## src/rtl/fwd_hazard_if.sv

```systemverilog
// ID-stage decoded fields, EX..WB result taps and bypass/stall results
// exchanged between the decode stage and fwd_hazard_unit.
interface fwd_hazard_if #(
  parameter int unsigned DATA_W  = 16,
  parameter int unsigned RADDR_W = 3,
  parameter int unsigned NSTG    = 3,
  parameter int unsigned CNT_W   = 16
);
  logic                     id_valid;
  logic [RADDR_W:0]         src_a_tag;
  logic                     src_a_use;
  logic [RADDR_W:0]         src_b_tag;
  logic                     src_b_use;
  logic [RADDR_W:0]         dst_tag;
  logic                     dst_we;
  logic                     dst_is_load;
  logic [DATA_W-1:0]        rf_a;
  logic [DATA_W-1:0]        rf_b;
  logic [NSTG*DATA_W-1:0]   stage_data;
  logic                     flush;
  logic                     pipe_hold;
  logic                     fwd_en;
  logic [DATA_W-1:0]        op_a;
  logic [DATA_W-1:0]        op_b;
  logic [2:0]               fwd_sel_a;
  logic [2:0]               fwd_sel_b;
  logic                     stall;
  logic [CNT_W-1:0]         stall_cnt;

  modport master (
    output id_valid, src_a_tag, src_a_use, src_b_tag, src_b_use, dst_tag, dst_we,
           dst_is_load, rf_a, rf_b, stage_data, flush, pipe_hold, fwd_en,
    input  op_a, op_b, fwd_sel_a, fwd_sel_b, stall, stall_cnt
  );

  modport slave (
    input  id_valid, src_a_tag, src_a_use, src_b_tag, src_b_use, dst_tag, dst_we,
           dst_is_load, rf_a, rf_b, stage_data, flush, pipe_hold, fwd_en,
    output op_a, op_b, fwd_sel_a, fwd_sel_b, stall, stall_cnt
  );
endinterface

```

## src/rtl/fwd_hazard_unit.sv

```systemverilog
// Operand forwarding and load-use interlock with its own shadow pipeline of
// in-flight destination tags (EX..WB), plus a saturating stall-cycle counter.
module fwd_hazard_unit #(
  parameter int unsigned DATA_W   = 16,
  parameter int unsigned RADDR_W  = 3,
  parameter int unsigned NSTG     = 3,
  parameter int unsigned LOAD_LAT = 1,
  parameter int unsigned CNT_W    = 16
) (
  input logic         clk,
  input logic         rst,
  fwd_hazard_if.slave bus
);
  localparam int unsigned TagW = RADDR_W + 1;

  logic [NSTG-1:0] v_q;
  logic [NSTG-1:0] ld_q;
  logic [TagW-1:0] tag_q [NSTG];
  logic [CNT_W-1:0] cnt_q;

  logic [TagW-1:0]   src_tag [2];
  logic [1:0]        src_use;
  logic [DATA_W-1:0] src_rf  [2];
  logic [DATA_W-1:0] op      [2];
  logic [2:0]        sel     [2];
  logic [1:0]        hazard;
  logic              stall;
  logic              push_v;

  assign src_tag[0] = bus.src_a_tag;
  assign src_tag[1] = bus.src_b_tag;
  assign src_use    = {bus.src_b_use, bus.src_a_use};
  assign src_rf[0]  = bus.rf_a;
  assign src_rf[1]  = bus.rf_b;

  // Only the youngest matching stage is considered; older copies are stale.
  always_comb begin
    for (int s = 0; s < 2; s++) begin
      logic found;
      found     = 1'b0;
      hazard[s] = 1'b0;
      sel[s]    = 3'd0;
      op[s]     = src_rf[s];
      for (int k = 0; k < int'(NSTG); k++) begin
        if (!found && v_q[k] && (tag_q[k] == src_tag[s]) && src_use[s] && bus.id_valid) begin
          found = 1'b1;
          if (!bus.fwd_en || (ld_q[k] && (k < int'(LOAD_LAT)))) begin
            hazard[s] = 1'b1;
          end else begin
            sel[s] = 3'(k + 1);
            op[s]  = bus.stage_data[k*DATA_W +: DATA_W];
          end
        end
      end
    end
  end

  assign stall  = (|hazard) & ~bus.flush;
  assign push_v = bus.id_valid & bus.dst_we & ~stall & ~bus.flush;

  always_ff @(posedge clk or negedge rst) begin
    if (!rst) begin
      v_q   <= '0;
      ld_q  <= '0;
      cnt_q <= '0;
      for (int k = 0; k < int'(NSTG); k++) tag_q[k] <= '0;
    end else if (!bus.pipe_hold) begin
      v_q      <= {v_q[NSTG-2:0], push_v};
      ld_q     <= {ld_q[NSTG-2:0], bus.dst_is_load};
      tag_q[0] <= bus.dst_tag;
      for (int k = 1; k < int'(NSTG); k++) tag_q[k] <= tag_q[k-1];
      if (stall && (cnt_q != '1)) cnt_q <= cnt_q + 1'b1;
    end
  end

  assign bus.op_a      = op[0];
  assign bus.op_b      = op[1];
  assign bus.fwd_sel_a = sel[0];
  assign bus.fwd_sel_b = sel[1];
  assign bus.stall     = stall;
  assign bus.stall_cnt = cnt_q;
endmodule

```

## src/flat_wrapper.sv

```systemverilog
// flat-port wrapper written by rule: the top's interface ports become plain ports
module fwd_hazard_unit_flat 
#(
  parameter int unsigned DATA_W   = 16,
  parameter int unsigned RADDR_W  = 3,
  parameter int unsigned NSTG     = 3,
  parameter int unsigned LOAD_LAT = 1,
  parameter int unsigned CNT_W    = 16
)
  (clk, rst, bus_id_valid, bus_src_a_tag, bus_src_a_use, bus_src_b_tag, bus_src_b_use, bus_dst_tag, bus_dst_we, bus_dst_is_load, bus_rf_a, bus_rf_b, bus_stage_data, bus_flush, bus_pipe_hold, bus_fwd_en, bus_op_a, bus_op_b, bus_fwd_sel_a, bus_fwd_sel_b, bus_stall, bus_stall_cnt);
  fwd_hazard_if #(.DATA_W(DATA_W), .RADDR_W(RADDR_W), .NSTG(NSTG), .CNT_W(CNT_W)) bus_i ();
  input logic clk;
  input logic rst;
  input wire logic [$bits(bus_i.id_valid)-1:0] bus_id_valid;
  input wire logic [$bits(bus_i.src_a_tag)-1:0] bus_src_a_tag;
  input wire logic [$bits(bus_i.src_a_use)-1:0] bus_src_a_use;
  input wire logic [$bits(bus_i.src_b_tag)-1:0] bus_src_b_tag;
  input wire logic [$bits(bus_i.src_b_use)-1:0] bus_src_b_use;
  input wire logic [$bits(bus_i.dst_tag)-1:0] bus_dst_tag;
  input wire logic [$bits(bus_i.dst_we)-1:0] bus_dst_we;
  input wire logic [$bits(bus_i.dst_is_load)-1:0] bus_dst_is_load;
  input wire logic [$bits(bus_i.rf_a)-1:0] bus_rf_a;
  input wire logic [$bits(bus_i.rf_b)-1:0] bus_rf_b;
  input wire logic [$bits(bus_i.stage_data)-1:0] bus_stage_data;
  input wire logic [$bits(bus_i.flush)-1:0] bus_flush;
  input wire logic [$bits(bus_i.pipe_hold)-1:0] bus_pipe_hold;
  input wire logic [$bits(bus_i.fwd_en)-1:0] bus_fwd_en;
  output wire logic [$bits(bus_i.op_a)-1:0] bus_op_a;
  output wire logic [$bits(bus_i.op_b)-1:0] bus_op_b;
  output wire logic [$bits(bus_i.fwd_sel_a)-1:0] bus_fwd_sel_a;
  output wire logic [$bits(bus_i.fwd_sel_b)-1:0] bus_fwd_sel_b;
  output wire logic [$bits(bus_i.stall)-1:0] bus_stall;
  output wire logic [$bits(bus_i.stall_cnt)-1:0] bus_stall_cnt;
  assign bus_i.id_valid = bus_id_valid;
  assign bus_i.src_a_tag = bus_src_a_tag;
  assign bus_i.src_a_use = bus_src_a_use;
  assign bus_i.src_b_tag = bus_src_b_tag;
  assign bus_i.src_b_use = bus_src_b_use;
  assign bus_i.dst_tag = bus_dst_tag;
  assign bus_i.dst_we = bus_dst_we;
  assign bus_i.dst_is_load = bus_dst_is_load;
  assign bus_i.rf_a = bus_rf_a;
  assign bus_i.rf_b = bus_rf_b;
  assign bus_i.stage_data = bus_stage_data;
  assign bus_i.flush = bus_flush;
  assign bus_i.pipe_hold = bus_pipe_hold;
  assign bus_i.fwd_en = bus_fwd_en;
  assign bus_op_a = bus_i.op_a;
  assign bus_op_b = bus_i.op_b;
  assign bus_fwd_sel_a = bus_i.fwd_sel_a;
  assign bus_fwd_sel_b = bus_i.fwd_sel_b;
  assign bus_stall = bus_i.stall;
  assign bus_stall_cnt = bus_i.stall_cnt;
  fwd_hazard_unit #(.DATA_W(DATA_W), .RADDR_W(RADDR_W), .NSTG(NSTG), .LOAD_LAT(LOAD_LAT), .CNT_W(CNT_W)) u_core (.clk(clk), .rst(rst), .bus(bus_i));
endmodule
```

## config.mk

```make
export PLATFORM = sky130hd
export DESIGN_NAME = fwd_hazard_unit_flat
export DESIGN_NICKNAME = d
export VERILOG_FILES = /design/src/rtl/fwd_hazard_if.sv /design/src/rtl/fwd_hazard_unit.sv /design/src/flat_wrapper.sv
export SDC_FILE = /design/constraint.sdc
export NUM_CORES = 1
export LEC_CHECK = 0
export CORE_MARGIN = 5
export CORE_UTILIZATION = 26
export DETAILED_ROUTE_END_ITERATION = 8
export HOLD_SLACK_MARGIN = 0.15
export SKIP_CTS_REPAIR_TIMING = 1
export SYNTH_ARGS = -nofsm -noshare
export SYNTH_HDL_FRONTEND = slang
export SYNTH_SLANG_ARGS = --single-unit
```

## constraint.sdc

```tcl
create_clock -name clk -period 3.8 [get_ports clk]
set_input_delay 0.76 -clock clk [delete_from_list [all_inputs] [get_ports clk]]
set_output_delay 0.76 -clock clk [all_outputs]
set_load 0.01 [all_outputs]
```

**After elaboration in Yosys (flattened, before gate mapping)**

Index checks and enable logic that the tools add are counted.

- Output and inout port bits: 55
- Flip-flop bits (word level): 32
- Input bits: 102

- Reductions and logical operators: 31
- Bitwise logic cells: 7
- Equality and inequality tests: 7
- Mux-type cells: 38
- Add/subtract/negate cells: 1

Operators with widths:

| kind | count |
|---|---|
| 16-bit two-way mux | 12 |
| 3-bit two-way mux | 9 |
| 4-bit equality test | 6 |
| 1-bit logical AND | 23 |
| 1-bit two-way mux | 17 |
| 16-bit by 1-bit adder with 16-bit output, second input constant | 1 |
| 16-bit != test, second input constant | 1 |
| 1-bit logical NOT | 5 |
| 1-bit bitwise AND | 4 |
| 1-bit inverter | 3 |
| 2-bit AND reduction | 1 |
| 2-bit OR reduction | 1 |
| 1-bit logical OR | 1 |

**Depth between registers and ports, before layout**

Gate-level depths: netlist (run 1).

- Word-level depth: 22
- Depth in mapped cells: 9

**Worst setup path after synthesis (run 1)**

OpenSTA, ideal clock, no wires.

- Path type: input to output
- Start point: input port bus_src_b_tag[2]
- End point: output port bus_op_b[10]
- Data arrival time: 2.478 ns
- Stages: 6
- Path buffers: 2
- Setup slack: 0.562 ns
- Cell sequence: xor2_1 -> or4_1 -> nor4bb_1 -> buf_2 -> buf_2 -> mux2_2

- Longest elaborated chain between the ends: 17
- Elaborated cells between the ends (all ways): 23
- Those cells by class: eq/ne: 3; mux: 7; reduce/logical: 13

Ends and longest elaborated chain:

| what | RTL line | source |
|---|---|---|
| start, declared | flat_wrapper.sv:17 | `input wire logic [$bits(bus_i.src_b_tag)-1:0] bus_src_b_tag;` |
| 4-bit equality test | fwd_hazard_unit.sv:45 | `if (!found && v_q[k] && (tag_q[k] == src_tag[s]) && src_use[s] && bus.id_valid) begin` |
| 1-bit logical AND (3 in a row) | fwd_hazard_unit.sv:45 |  |
| 1-bit two-way mux | fwd_hazard_unit.sv:45 |  |
| 1-bit logical NOT | fwd_hazard_unit.sv:45 |  |
| 1-bit logical AND (4 in a row) | fwd_hazard_unit.sv:45 |  |
| 1-bit two-way mux | fwd_hazard_unit.sv:45 |  |
| 1-bit logical NOT | fwd_hazard_unit.sv:45 |  |
| 1-bit logical AND (4 in a row) | fwd_hazard_unit.sv:45 |  |
| 16-bit two-way mux (*) | fwd_hazard_unit.sv:45 |  |
| end, declared | flat_wrapper.sv:29 | `output wire logic [$bits(bus_i.op_b)-1:0] bus_op_b;` |

Mark *: on every way between the ends. The rest lies on a longest branch, timed or not.

**Final worst setup path (run 1)**

- Start point: input port bus_src_a_tag[2]
- End point: output port bus_fwd_sel_a[0]

- Longest elaborated chain between the ends: 17
- Elaborated cells between the ends (all ways): 23
- Those cells by class: eq/ne: 3; mux: 7; reduce/logical: 13

Ends and longest elaborated chain:

| what | RTL line | source |
|---|---|---|
| start, declared | flat_wrapper.sv:15 | `input wire logic [$bits(bus_i.src_a_tag)-1:0] bus_src_a_tag;` |
| 4-bit equality test | fwd_hazard_unit.sv:45 |  |
| 1-bit logical AND (3 in a row) | fwd_hazard_unit.sv:45 |  |
| 1-bit two-way mux | fwd_hazard_unit.sv:45 |  |
| 1-bit logical NOT | fwd_hazard_unit.sv:45 |  |
| 1-bit logical AND (4 in a row) | fwd_hazard_unit.sv:45 |  |
| 1-bit two-way mux | fwd_hazard_unit.sv:45 |  |
| 1-bit logical NOT | fwd_hazard_unit.sv:45 |  |
| 1-bit logical AND (4 in a row) | fwd_hazard_unit.sv:45 |  |
| 3-bit two-way mux (*) | fwd_hazard_unit.sv:45 |  |
| end, declared | flat_wrapper.sv:30 | `output wire logic [$bits(bus_i.fwd_sel_a)-1:0] bus_fwd_sel_a;` |

Marks and branches as above.

==> out/metrics.yaml, run 1 <==
r2r_slack_ns: 1.22
finalHoldViolCount: 0
fp.dieW_um: 115
power_frac_clock: 0.279
crit_arrival_ns: 2.91
vias_per_cell: 4.75
switching_share: 0.272
gr-usage-met3: 0.0279
grt_max_degree: 34
worst-setup-path-type: "in2out"
path_clk_slew_ns: 0.06
dp_hpwl_um: 7840
avgSynthCellArea_um2: 9.40
routed_wl_um: 11000
die_h_um: 115
use_met1: 0.192
die_area_mm2: 0.0133
crit_path_start_kind: "input port"
setup_viol_count_final: 0
rows: 38
ys_types: 42
nNetsFinal: 595
tightest_slew_ns: 0.605
dpl.cell_count: 610
drc: 0
antenna_found_initial: 0
grt_pass1_vias: 3084
crit_fanout: 9
io_pins: 157
syn_area_mm2: 0.00289
clockBufferDepth: 2
outcome: "complete, no violations"
overflow: 0
fin_crit_ns: 3.67
fmax_mhz: 273
clockRootBuffer: "clkbuf_8"
seqPwrFrac: 0.407
synth_seq_cells: 32
core_mm2: 0.0108
ys_warn_count: 0
cts_tree: "yes"
drive_gt1_frac: 0.229
numCtsBuffers: 5
first_pass_iters: 4
drtAntennaViolNets: 0
syn2layout_area_growth_pct: 79.9
finalPower_mw: 0.976
synth_edf_count: 0
hp-class: "reg2reg"
pwr-share-comb: 0.313
grt_setup_unrepaired: "no"
htree_num_levels: 2
grt_usage: 0.147
netlist_instances: 307
clock_latency_ns: 0.29
ir_drop_uv: 295
place.gp.congestion: 0.875
synthArstFlopShare: 1.00
vias: 3008
num_antenna_cells: 0
cap_violations: 0
maxSlewViolCount: 0
holdWs_ns: 0.499
cts_sinks: 32
busiest_layer: "met2"
stdcell_count: 633
drt-wirelength-per-cell_um: 17.3
period_share: 0.965
end_kind: "primary output"
clock-skew-final_ns: 0.00524
fillCellCount: 1044
p_leak_nw: 2.67
ys_seq_area_frac: 0.277
worst_ep_required_time_ns: 3.04
maxSlewHeadroom: 0.593
use_met2: 0.254
grt_pass1_wl_um: 15700
io_buffer_count: 154
drtIter0Drc: 115
internal-power_mw: 0.710
start_util: 0.266
p_per_area_mw_per_mm2: 188
ys.flop_type: "dfrtp_1"
power_switching_mw: 0.266
==> metal layers <==
metal / share of wire / vias up
met5: 0 / -
met3: 0.086 / 7
met1: 0.44 / 1403
met2: 0.47 / 138
li1: - / 1460
met4: 0.0088 / 0
==> placed cells by master, fill, tap and decap left out, drive strengths merged, types with 2 or more instances in the layout <==
cell	instances
xnor2	12
o21ai	33
conb	2
nand2	41
nand4b	4
nand2b	3
clkbuf	11
a31oi	2
dfrtp	32
xor2	27
mux2	48
or4	2
or2	2
and3	4
nand3	8
clkdlybuf4s50	109
buf	39
nor4	3
nand4	7
nor2	8
mux2i	32
nor3	6
dlymetal6s2s	45
nor4b	3
==> layout make-up <==
type,instances,area (um2),area share
Timing Repair Buffer,196,2090,0.403
Sequential cell,32,801,0.154
Clock buffer,8,90.1,0.0173
Inverter,1,3.75,0.000723
Multi-Input combinational cell,256,2030,0.391
Tap cell,140,175,0.0337
==> through the flow <==
stage                util  TNS [ns]  setup WS (ns)  cell area, um2
global route        0.479         0         0.0335            5190
finish              0.479         0          0.134            5190
floorplan               -         0          0.562            2890
detailed placement  0.443    -10.56         -0.416            4800
CTS                 0.451    -10.89         -0.425            4890
global placement    0.443    -10.25         -0.400            4800
==> cells by family (layout without fill, tap and decap cells) <==
kind of cell               Yosys count  in the layout  share of synthesized area
AOI/OAI and AO/OA                   37             37                     0.0698
xor gates and xnor gates            39             39                      0.118
adders and majority gates            1              1                    0.00433
buffers and inverters               20            205                     0.0351
DFF                                 32             32                      0.277
muxes                               80             80                      0.298
other                                1              2                    0.00130
and+or+nand+nor                     97             97                      0.195
==> synthesized netlist by cell type (2+ instances only) <==
cell	count	area [um2]
and3_1	4	25.0
buf_2	8	40.0
buf_4	2	15.0
clkbuf_1	6	22.5
dfrtp_1	32	801
mux2_2	48	541
mux2i_1	32	320
nand2_1	41	154
nand2b_1	3	18.8
nand3_1	8	40.0
nand4_1	7	43.8
nand4b_1	4	35.0
nor2_1	8	30.0
nor3_1	5	25.0
nor4_2	2	25.0
nor4b_2	2	30.0
o21ai_0	31	155
o21ai_1	2	10.0
or2_2	2	12.5
xnor2_1	12	105
xor2_1	27	236
==> power by group through the flow <==
stage | Clock [mW] | Sequential, mW | Combinational (mW)
after detailed placement | 0 | 0.403 | 0.307
after global routing | 0.298 | 0.401 | 0.331
after CTS | 0.284 | 0.397 | 0.309
after global placement | 0 | 0.402 | 0.304
final | 0.273 | 0.397 | 0.306
after floorplan | 0 | 0.395 | 0.121
==> state kept, by name, summed over array words and instances (netlist names) <==
signal                flops
u_core.bus.stall_cnt     16
u_core.tag_q             12
u_core.v_q                3
u_core.ld_q               1
==> path summary, 6_finish.rpt <==
| check | startpoint | to | depth (start not counted) |
|---|---|---|---|
| setup / recovery | bus_src_a_tag[2] | bus_fwd_sel_a[0] | 9 |
| hold / removal | u_core.bus.stall_cnt[14] | u_core.bus.stall_cnt[14] | 1 |
| setup reg to reg | u_core.tag_q[1] | u_core.bus.stall_cnt[8] | 10 |
| hold reg to reg | u_core.bus.stall_cnt[14] | u_core.bus.stall_cnt[14] | 1 |
| max in group asynchronous | rst | u_core.bus.stall_cnt[13] | 2 |
| min in group asynchronous | rst | u_core.tag_q[9] | 2 |
==> worst max-delay path, cell delays in order <==
cell	delay, ns
clkdlybuf4s50_1	0.49
buf_4	0.13
xnor2_1	0.10
nand4_1	0.20
nor4b_4	0.28
buf_4	0.16
clkbuf_16	0.16
nand2b_1	0.10
clkdlybuf4s50_1	0.53
(Power assumes the default switching activity.)
==> inputs of run 2 (changes only) <==
--- a/config.mk
+++ b/config.mk
@@ -10,6 +10,7 @@
 export DETAILED_ROUTE_END_ITERATION = 8
 export HOLD_SLACK_MARGIN = 0.15
 export SKIP_CTS_REPAIR_TIMING = 1
+export SLEW_MARGIN = 30
 export SYNTH_ARGS = -nofsm -noshare
 export SYNTH_HDL_FRONTEND = slang
 export SYNTH_SLANG_ARGS = --single-unit
==> results of run 2 <==
Final layout, timing and power as in run 1 (identical DEF).
